[config.mk]
export PLATFORM = sky130hd
export DESIGN_NAME = lsu_addr_gen
export DESIGN_NICKNAME = d
export VERILOG_FILES = /design/src/rtl/lsu_addr_gen_pkg.sv /design/src/rtl/lsu_addr_gen.sv
export SDC_FILE = /design/constraint.sdc
export NUM_CORES = 1
export LEC_CHECK = 0
export ABC_AREA = 1
export BUFFER_PORTS_ARGS = -buffer_cell sky130_fd_sc_hd__buf_2
export CORE_MARGIN = 1
export CORE_UTILIZATION = 30
export DETAILED_ROUTE_END_ITERATION = 7
export GPL_TIMING_DRIVEN = 0
export SLEW_MARGIN = 20
export SYNTH_ARGS = -nofsm -noshare
export SYNTH_HDL_FRONTEND = slang
export SYNTH_SLANG_ARGS = --single-unit
export TNS_END_PERCENT = 100
[constraint.sdc]
create_clock -name clk -period 2.68 [get_ports clk]
set_clock_uncertainty 0.2 [all_clocks]
set_input_delay 0.536 -clock clk [delete_from_list [all_inputs] [get_ports clk]]
set_output_delay 0.536 -clock clk [all_outputs]
set_load 0.005 [all_outputs]
[src/rtl/lsu_addr_gen_pkg.sv]
// Shared load/store encodings and the address-generator state type.
package lsu_addr_gen_pkg;

    typedef enum logic [1:0] {
        SIZE_B = 2'd0,
        SIZE_H = 2'd1,
        SIZE_W = 2'd2
    } cs_size;

    typedef enum logic {
        EXT_Z = 1'b0,
        EXT_S = 1'b1
    } cs_ext;

    typedef enum logic [2:0] {
        IDLE    = 3'd0,
        ADDR_LO = 3'd1,
        ADDR_HI = 3'd2,
        ISSUE   = 3'd3,
        WAIT    = 3'd4,
        DRAIN   = 3'd5
    } agu_state_e;

endpackage

[src/rtl/lsu_addr_gen.sv]
// Effective-address generator feeding the LSU: rs1 + sext(imm) over two 16-bit halves, start >= 3 cycles after accept.
// Backpressure: req_ready only in IDLE; the start is held back in ISSUE until lsu_ready is high.
module lsu_addr_gen
    import lsu_addr_gen_pkg::*;
#(
    parameter int IMM_W        = 12,
    parameter bit MISALIGN_CHK = 1'b1
) (
    input  logic             clk,
    input  logic             rst_n,
    input  logic             req_i,
    output logic             req_ready_o,
    input  logic             dir_i,
    input  cs_size           size_i,
    input  cs_ext            ext_i,
    input  logic [IMM_W-1:0] imm_i,
    output logic             rf_hi_o,
    input  logic [15:0]      rs1_half_i,
    input  logic [15:0]      rs2_half_i,
    output logic             lsu_start_o,
    output logic             lsu_dir_o,
    output cs_size           lsu_size_o,
    output cs_ext            lsu_ext_o,
    output logic [31:0]      lsu_addr_o,
    output logic [31:0]      lsu_wdata_o,
    input  logic             lsu_ready_i,
    input  logic             lsu_valid_i,
    input  logic             lsu_err_i,
    output logic             busy_o,
    output logic             done_o,
    output logic             misalign_o,
    output logic             err_o
);

    agu_state_e       state, state_d;
    logic [IMM_W-1:0] imm_q;
    logic             carry_q;
    logic [31:0]      imm_sext;
    logic [16:0]      sum_lo;
    logic [15:0]      sum_hi;
    logic             misaligned;
    logic             trap;

    assign imm_sext = {{(32-IMM_W){imm_q[IMM_W-1]}}, imm_q};
    assign sum_lo   = {1'b0, rs1_half_i} + {1'b0, imm_sext[15:0]};
    // Top-half carry-out is dropped: addresses wrap mod 2^32.
    assign sum_hi   = rs1_half_i + imm_sext[31:16] + {15'd0, carry_q};

    // Low address bits are already registered by the time ADDR_HI evaluates this.
    always_comb begin
        misaligned = 1'b0;
        case (lsu_size_o)
            SIZE_W:  misaligned = |lsu_addr_o[1:0];
            SIZE_H:  misaligned = lsu_addr_o[0];
            default: misaligned = 1'b0;
        endcase
    end

    assign trap        = misaligned && MISALIGN_CHK;
    assign req_ready_o = (state == IDLE);
    assign busy_o      = (state != IDLE);

    always_ff @(posedge clk or negedge rst_n) begin
        if (!rst_n) state <= IDLE;
        else        state <= state_d;
    end

    always_comb begin
        state_d = state;
        case (state)
            IDLE:    if (req_i) state_d = ADDR_LO;
            ADDR_LO: state_d = ADDR_HI;
            ADDR_HI: state_d = trap ? IDLE : ISSUE;
            ISSUE:   if (lsu_ready_i) state_d = WAIT;
            WAIT: begin
                if (lsu_err_i)        state_d = IDLE;
                else if (lsu_valid_i) state_d = DRAIN;
            end
            DRAIN:   state_d = IDLE;
            default: state_d = IDLE;
        endcase
    end

    always_ff @(posedge clk or negedge rst_n) begin
        if (!rst_n) begin
            rf_hi_o     <= 1'b0;
            lsu_start_o <= 1'b0;
            misalign_o  <= 1'b0;
            err_o       <= 1'b0;
            done_o      <= 1'b0;
            lsu_dir_o   <= 1'b0;
            lsu_size_o  <= SIZE_W;
            lsu_ext_o   <= EXT_Z;
            imm_q       <= '0;
            carry_q     <= 1'b0;
            lsu_addr_o  <= '0;
            lsu_wdata_o <= '0;
        end else begin
            // Half select leads the state so the regfile read lines up with ADDR_HI.
            rf_hi_o     <= (state_d == ADDR_HI);
            lsu_start_o <= (state == ISSUE) && lsu_ready_i;
            misalign_o  <= (state == ADDR_HI) && trap;
            err_o       <= (state == WAIT) && lsu_err_i;
            done_o      <= (state == DRAIN);
            if (state == IDLE && req_i) begin
                lsu_dir_o  <= dir_i;
                lsu_size_o <= size_i;
                lsu_ext_o  <= ext_i;
                imm_q      <= imm_i;
            end
            if (state == ADDR_LO) begin
                lsu_addr_o[15:0]  <= sum_lo[15:0];
                carry_q           <= sum_lo[16];
                lsu_wdata_o[15:0] <= rs2_half_i;
            end
            if (state == ADDR_HI) begin
                lsu_addr_o[31:16]  <= sum_hi;
                lsu_wdata_o[31:16] <= rs2_half_i;
            end
        end
    end

endmodule
# Yosys cells after proc, flatten, opt, wreduce, memory -nomap -nowiden
# Index checks and enable logic that the tools add are counted.
# word_totals
regBits	89
latch_bits	0
ramBits	0
romBits	0
in_bits	54
out_inout_bits	75
wordCells	40
memories	0
# op_classes
n_addsub	3
mul	0
div	0
order_cmp	0
eq_ne	8
n_shift	0
mux	7
bitwise	0
reduce_logical	7
# op_table
cell	n
$add 16x16->17	1
$add 16x1->16	1
$add 16x16->16	1
$pmux 3 s5	1
$mux 3	4
$eq 3x2->1 const B	3
$eq 3x3->1 const B	2
$logic_and 1x1->1	4
$eq 3x1->1 const B	1
$logic_not 3->1	1
$reduce_bool 3->1	1
$eq 2x1->1 const B	1
$eq 2x2->1 const B	1
$mux 2	1
$pmux 1 s2	1
$reduce_or 2->1	1

# Logic depth before layout (Yosys ltp)
# Gate-level depths: netlist of run 1.
# depth
word_depth	5
ltp_mapped	11
ltp_nobuf	11

# Worst setup path before layout of run 1
# OpenSTA, ideal clock, no wires.
# synth_path
path_kind	reg-to-reg
from	register imm_q[11]
to	register lsu_addr_o[28]
setup_time_ns	0.117
arrival_ns	1.846
required_ns	2.363
setup_slack_ns	0.516
stages_incl_launch_ff	12
n_path_buf	0
period_less_slack_ns	2.164
cell_sequence	dfrtp_1 fa_1 inv_1 fa_1 inv_1 nand3_1 nand3_1 nand3_1 nand3_1 nand2_1 nand3_1 nand2_1
# synth_via
elab_chain_len	2
# synth_lines
element	line_no	rtl
start: declaration	lsu_addr_gen.sv:36	logic [IMM_W-1:0] imm_q;
start signal: assignment	lsu_addr_gen.sv:109	imm_q <= imm_i;
$add 16x16->16	lsu_addr_gen.sv:47	assign sum_hi = rs1_half_i + imm_sext[31:16] + {15'd0, carry_q};
$add 16x1->16	lsu_addr_gen.sv:47	
end signal: assignment	lsu_addr_gen.sv:117	lsu_addr_o[31:16] <= sum_hi;
end: declaration	lsu_addr_gen.sv:24	output logic [31:0] lsu_addr_o,
# No other way between the ends.
# A chain may end at the register's enable or synchronous reset.

# Worst setup path after layout of run 1
# Ends and elaborated chain as after synthesis.

==> metrics.md, run 1 <==
| Metric | Value |
|---|---|
| Num CTS Buffers | `9` |
| GPL Wtd Cong | `0.830` |
| Yosys top cell by area | `dfrtp_1` |
| GRT overflow | `0` |
| Pwr Density | `1240 nW/µm²` |
| Peak supply drop | `0.000476 V` |
| Final non-filler cell total | `1022` |
| FF-to-FF path depth | `11` |
| Drt wl/cell | `13.5 µm` |
| Rows | `47` |
| Minimum clock period | `2.39 ns` |
| Warnings, synthesis | `0` |
| Core area | `16600 µm²` |
| Slew @ Worst Pin | `0.420 ns` |
| Max Root-Sink Buffers | `2` |
| Setup TNS Final | `0 ns` |
| CTS tree | `yes` |
| Syn nets | `741` |
| Routed WL | `13800 µm` |
| Final Core Density | `38.4%` |
| Starting DRC count in detailed routing | `169` |
| Worst Hold Class | `in2reg` |
| Root Driver | `clkbuf_16` |
| Worst EP required | `2.72 ns` |
| Reg-to-Reg Start | `imm_q[11]` |
| Post-synthesis register bit count | `89` |
| Top-level I/O count | `129` |
| Worst reg2reg setup slack | `0.29 ns` |
| Hold path depth | `2` |
| N_diodes | `0` |
| Clk Latency, worst-skew pair | `0.35 ns` |
| Initial antenna violation count | `1` |
| Final Cycle Share | `89.3%` |
| Vias | `4477` |
| Initial core utilization | `30.8%` |
| Critical path class | `reg2reg` |
| H-Tree Depth | `3` |
| Most frequent cells in the layout | `nand2_1 (245), buf_2 (139), inv_1 (87), dfrtp_1 (87), nand3_1 (39)` |
| Antenna-violating nets left | `0` |
| Gr usage total | `17.0%` |
| Outcome | `complete, no violations` |
| Synth top area cells | `dfrtp_1 (43%), nand2_1 (18%), ha_1 (6.8%)` |
| CTS clock-pin slew for the worst setup and hold paths | `0.07 ns` |
| Synth Area per Inst | `7.80 µm²` |
| Residual DRC | `0` |
| Fin nets | `882` |
| Arrival time of the worst setup path | `2.43 ns` |
| Startpoint Class | `flip-flop` |
| Library cells used by synthesis | `31` |
| Worst hold slack | `0.195 ns` |
| Hold Startpoint | `lsu_err_i` |
| Register area share after synthesis | `43.5%` |
| Max Clk Rate | `0.418 GHz` |
| WHS Endpoint | `state[2]` |
| Drt via density | `4.38` |
| Most common cell after layout, fill and taps aside | `nand2_1` |
| Slew headroom | `72.0%` |
| Max-slew violations | `0` |
| Crit path max fanout | `17` |
| Global-route wire length before repair | `23000 µm` |
| Final hold vios | `0` |
| Chip height | `133 µm` |
| Share of cells above drive strength 1 | `24.1%` |
| Die ar. | `17600 µm²` |
| RSZ-0062 raised after global routing | `false` |
| Synth Cell Area | `5120 µm²` |
| Max-cap violations | `0` |
| P&R area growth vs syn | `24.7%` |
| Largest net degree at the start of global routing | `49` |
| CTS sink cnt | `89` |
| CP endpoint kind | `flip-flop` |
| Post-CTS setup buffer count | `0` |
| Number of global-route vias before repair | `4490` |
| Post-synthesis instance total | `656` |
| Reg2reg end | `lsu_addr_o[28]` |
| Placed Cells | `1005` |
| Yosys top cell area share | `43.0%` |
| Drt pass-1 iters | `4` |
| Final setup vio count | `0` |
| IO Port Bufs | `128` |
| DP HPWL | `10700 µm` |
| Leak | `3.62 nW` |
| Die W | `133 µm` |
## worst max-delay path by stage
stage,depth (start not counted),endpoint,startpoint,slack (ns)
6_report,11,lsu_addr_o[28],imm_q[11],0.29
2_1_floorplan,11,lsu_addr_o[28],imm_q[11],0.52
4_1_cts,11,lsu_addr_o[28],imm_q[11],0.04
3_3_place_gp,1,lsu_addr_o[10],rst_n,-0.02
5_1_grt,11,lsu_addr_o[28],imm_q[11],0.03
3_5_place_dp,11,lsu_addr_o[28],imm_q[11],0.06
## cells by family after synthesis
| kind of cell | count (synthesis) | synth area share (%) |
|---|---|---|
| AND/OR/NAND/NOR | 344 | 28.0 |
| buffers and inverters | 106 | 8.43 |
| adder cells (fa/ha/maj) | 31 | 8.02 |
| AO/OA/AOI/OAI | 67 | 7.19 |
| XOR/XNOR | 6 | 1.03 |
| flip-flops | 89 | 43.5 |
| multiplexers | 13 | 3.81 |
## metrics by stage
stage	total power [mW]	setup WS [ns]	instance area, µm²
6_report	7.94	0.286	6380
4_1_cts	8.06	0.0446	6380
2_1_floorplan	5.20	0.516	5120
3_5_place_dp	6.67	0.0595	6070
5_1_grt	8.78	0.0298	6380
3_3_place_gp	6.59	-0.0234	6030
## sequential cells by signal (all words and copies together), names as in the netlist
name / count
lsu_ext_o: 1
done_o: 1
lsu_start_o: 1
state: 3
lsu_wdata_o: 32
lsu_dir_o: 1
err_o: 1
misalign_o: 1
imm_q: 12
carry_q: 1
lsu_addr_o: 32
lsu_size_o: 2
rf_hi_o: 1
## power breakdown
part / total (mW) / internal (mW) / switching, mW
registers: 2.43 / 2.01 / 0.412
logic: 4.18 / 1.73 / 2.45
clock network: 1.33 / 0.756 / 0.577
total: 7.94 / 4.50 / 3.44
## cell type report
class                      count  area, µm²
buffer                        15       90.1
clock buffer                  11        243
clock inverter                 5       62.6
fill                        1779      10300
inverter                      91        342
multi-input combinational    461       2460
sequential                    89       2230
tap                          220        275
timing repair buffer         130        684
## cells in the mapped netlist (all sizes together)
cell	number
a21boi	1
a21o	1
a21oi	18
and2	2
buf	15
dfrtp	88
dfstp	1
fa	3
ha	28
inv	91
mux2	13
nand2	247
nand3	39
nand3b	6
nand4	2
nor2	31
nor3	8
o2111ai	1
o21ai	45
o22ai	1
or2	9
xnor2	4
xor2	2
## per-layer routing
| metal | global-route usage [%] | up-vias | wire, µm |
|---|---|---|---|
| met5 | 0 | - | 0 |
| met1 | 22.4 | 2022 | 6560 |
| met2 | 27.5 | 99 | 6370 |
| met3 | 4.25 | 8 | 779 |
| li1 | - | 2348 | - |
| met4 | 4.73 | 0 | 115 |
## repair_timing
item,in CTS,in global routing
hold endpoints to repair,40,0
hold buffers,1,0
endpoints found under the setup margin,0,5
resized for setup,0,1
## worst max-delay path, cell delays in order, from the launching register on
cell,delay (ns)
dfrtp_2,0.60
fa_1,0.29
inv_1,0.06
fa_1,0.39
inv_1,0.09
nand3_1,0.07
nand3_1,0.14
nand3_1,0.11
nand3_1,0.08
nand2_1,0.05
nand3_1,0.11
nand2_1,0.07
No activity file was read; power rests on OpenSTA's default activity.
==> run 2, diff against run 1 <==
--- a/config.mk
+++ b/config.mk
@@ -5,7 +5,6 @@
 export SDC_FILE = /design/constraint.sdc
 export NUM_CORES = 1
 export LEC_CHECK = 0
-export ABC_AREA = 1
 export BUFFER_PORTS_ARGS = -buffer_cell sky130_fd_sc_hd__buf_2
 export CORE_MARGIN = 1
 export CORE_UTILIZATION = 30
==> run 2 against run 1 <==
Against the previous run:
- critical path type unchanged
- sequential share of layout area grew 0.56 points
- synthesized area shrank 3.1%
- critical path depth shrank 3
- largest cell class unchanged
- largest power group unchanged
- power grew 1.7%
- non-clock buffer count grew 13
- utilization grew 0.91 points
- highest routed layer unchanged
==> metrics.md, run 2 <==
| Metric | Value |
|---|---|
| Outcome | `complete, no violations` |
| Most frequent cells in the layout | `nand2_1 (156), buf_2 (133), dfrtp_1 (87)` |
| Placement Setup Slack | `-0.331 ns (-0.391 ns)` |
| Crit path buf inv count | `1 (-1)` |
| Global-route wire length before repair | `21300 µm (-7.1%)` |
| Minimum clock period | `2.55 ns (+0.151 ns)` |
| GPL Wtd Cong | `0.846 (+1.9%)` |
| Routed WL | `13700 µm (-0.69%)` |
| Biggest regs | `lsu_addr_o x32, lsu_wdata_o x32, imm_q x12` |
| Delay-heaviest family, CP | `compound AO/OA/AOI/OAI gates` |
| Placed Cells | `885 (-12%)` |
| Post-synthesis instance total | `540 (-18%)` |
| Die W | `131 µm (-1.5%)` |
| Startpoint Class | `flip-flop` |
| Library cells used by synthesis | `64 (+110%)` |
| RSZ-0062 raised after global routing | `false` |
| CTS clock-pin slew for the worst setup and hold paths | `0.06 ns (about the same)` |
| H-Tree Depth | `3 (unchanged)` |
| Slew headroom | `37.8% (-34 points)` |
| Asr flop ratio synth | `100% (unchanged)` |
| Num CTS Buffers | `9 (unchanged)` |
| Synth Area per Inst | `9.19 µm² (+18%)` |
| WHS Endpoint | `state[2]` |
| Worst hold slack | `0.177 ns (-0.0175 ns)` |
| Core area | `16000 µm² (-3.9%)` |
| Register Area | `2230 µm² (unchanged)` |
| Drt wl/cell | `15.2 µm (+12%)` |
| Synth Cell Area | `4960 µm² (-3.1%)` |
| Vias | `4383 (-2.1%)` |
| Register area share after synthesis | `44.9% (+1.4 points)` |
| Reg-to-Reg Start | `imm_q[11]` |
| Final setup vio count | `0 (unchanged)` |
| Gr usage total | `16.6% (-0.41 points)` |
| Post-synthesis register bit count | `89 (unchanged)` |
| P&R area growth vs syn | `26.6%` |
| Root Driver | `clkbuf_16` |
| Critical path class | `reg2reg` |
| Most used cell, CP | `fa_1` |
| Clk Latency, worst-skew pair | `0.35 ns (about the same)` |
| CTS tree | `yes` |
| CP max stage delay | `0.44 ns (-0.16 ns)` |
| Leak | `3.13 nW (-13%)` |
| Number of global-route vias before repair | `4033 (-10%)` |
| Top-level I/O count | `129 (unchanged)` |
| Chip height | `131 µm (-1.5%)` |
| CP endpoint kind | `flip-flop` |
| Share of cells above drive strength 1 | `27.5% (+3.4 points)` |
| Worst reg2reg setup slack | `0.13 ns (-0.15 ns)` |
| Drt pass-1 iters | `5 (+1)` |
| IO Port Bufs | `128 (unchanged)` |
| Yosys top cell by area | `dfrtp_1` |
| Antenna-violating nets left | `0 (unchanged)` |
| Rows | `46 (-2.1%)` |
| Warnings, synthesis | `0 (unchanged)` |
| Arrival time of the worst setup path | `2.60 ns (+0.17 ns)` |
| Peak supply drop | `0.000470 V (-1.3%)` |
| Worst-path cell chain | `fa_1, inv_1, fa_1, and2b_1, o211ai_4, a2111oi_2, o31a_1, o31ai_2` |
| FF-to-FF path depth | `8 (-3)` |
| GRT overflow | `0 (unchanged)` |
| Max-slew violations | `0 (unchanged)` |
| Post-synth EDFFs | `0 (unchanged)` |
| Syn nets | `625 (-16%)` |
| Slew @ Worst Pin | `0.930 ns (+0.509 ns)` |
| CP max-delay cell | `fa_1` |
| Final hold vios | `0 (unchanged)` |
| Most common cell after layout, fill and taps aside | `nand2_1` |
| Yosys top cell area share | `44.4% (+1.4 points)` |
| Final WS setup | `0.134 ns (-0.151 ns)` |
| Post-layout instance area | `6280 µm² (-1.6%)` |
| Fin nets | `767 (-13%)` |
| Final Core Density | `39.3% (+0.91 points)` |
| CTS sink cnt | `89 (unchanged)` |
| Synth top area cells | `dfrtp_1 (44%), nand2_1 (12%), ha_1 (7.1%)` |
| Largest net degree at the start of global routing | `52 (+6.1%)` |
| Worst EP required | `2.74 ns (+0.02 ns)` |
| Initial core utilization | `31.0% (+0.26 points)` |
| N_diodes | `0 (unchanged)` |
| Area occupied by multi-input gates | `2530 µm² (+2.8%)` |
| Pwr Density | `1290 nW/µm² (+3.4%)` |
| Drt via density | `4.85 (+11%)` |
| Top-count cell post-synth | `nand2_1` |
| Max-cap violations | `0 (unchanged)` |
| DP HPWL | `10600 µm (-0.85%)` |
| Reg2reg end | `lsu_addr_o[30]` |
| Placed cell area | `5910 µm² (-2.7%)` |
| Die ar. | `17100 µm² (-3.0%)` |
| Crit path max fanout | `5 (-12)` |
| FILL cells | `1696 (-4.7%)` |
| Final non-filler cell total | `903 (-12%)` |
| Final Cycle Share | `95.0% (+5.7 points)` |
| Hold Startpoint | `lsu_err_i` |
| Initial antenna violation count | `0 (-1)` |
| Residual DRC | `0 (unchanged)` |
| Max Clk Rate | `0.393 GHz (-6.0%)` |
| Hold path depth | `2 (unchanged)` |
| Commonest cells post-synth | `nand2_1 (156), dfrtp_1 (88), o21ai_0 (38), a21oi_1 (35), ha_1 (28)` |
| Top_reg_cell synth | `dfrtp_1` |
| Worst Hold Class | `in2reg` |
| Max Root-Sink Buffers | `2 (unchanged)` |
| Starting DRC count in detailed routing | `273 (+62%)` |
-- run 2: worst max-delay path by stage --
stage | start | end | slack (ns) | depth (start not counted)
finish | imm_q[11] | lsu_addr_o[30] | 0.13 | 8
global route | imm_q[11] | lsu_addr_o[30] | 0.02 | 8
CTS | imm_q[11] | lsu_addr_o[30] | 0.07 | 8
detailed placement | imm_q[11] | lsu_addr_o[30] | -0.33 | 8
global placement | imm_q[11] | lsu_addr_o[30] | -0.30 | 8
floorplan | imm_q[11] | lsu_addr_o[30] | 0.03 | 8
-- run 2: per-stage QoR --
stage | total power, mW | setup TNS, ns
floorplan | 5.19 | 0
global route | 8.88 | 0
finish | 8.08 | 0
global placement | 6.63 | -1.64
CTS | 8.14 | 0
detailed placement | 6.69 | -0.717
-- run 2: worst register-to-register path, cell delays in order (launching register included) --
cell	delay, ns
dfrtp_2	0.42
fa_1	0.44
inv_1	0.09
fa_1	0.19
and2b_1	0.22
o211ai_4	0.23
a2111oi_2	0.13
o31a_1	0.33
o31ai_2	0.22
-- run 2: kinds of logic (layout without fill, tap and decap cells) --
family | Yosys count | count (layout) | share of synthesized area, %
AO/OA/AOI/OAI | 128 | 128 | 16.7
XOR/XNOR | 12 | 12 | 2.12
adder cells (fa/ha/maj) | 31 | 31 | 8.27
buffers and inverters | 39 | 186 | 4.74
flip-flops | 89 | 89 | 44.9
multiplexers | 16 | 16 | 3.56
AND/OR/NAND/NOR | 225 | 225 | 19.7
-- run 2: cell type report --
class	instances	share of cell area (%)
Multi-Input combinational cell	412	40.2
Sequential cell	89	35.5
Timing Repair Buffer	131	11.0
Tap cell	216	4.30
Clock buffer	10	3.80
Buffer	27	3.03
Clock inverter	6	1.43
Inverter	12	0.717
-- run 2: per-layer routing --
layer / track usage (%) / routed length [µm] / vias to the layer above
met2: 25.1 / 6000 / 134
met4: 4.67 / 153 / 0
li1: - / - / 2172
met5: 0 / 0 / -
met1: 23.5 / 6620 / 2062
met3: 3.83 / 941 / 15
-- run 2: report_power, final --
group          leakage, nW  internal (mW)  switching (mW)
combinational         1.88           1.81            2.49
clock                0.159          0.845           0.546
sequential            1.09           2.02           0.365
-- run 2: what timing repair did --
action,in CTS,in global routing
endpoints found under the hold margin,38,0
pin swaps,0,0
gates resized for setup,1,7
buffers inserted,1,0
hold buffers,1,0
endpoints found under the setup margin,5,4
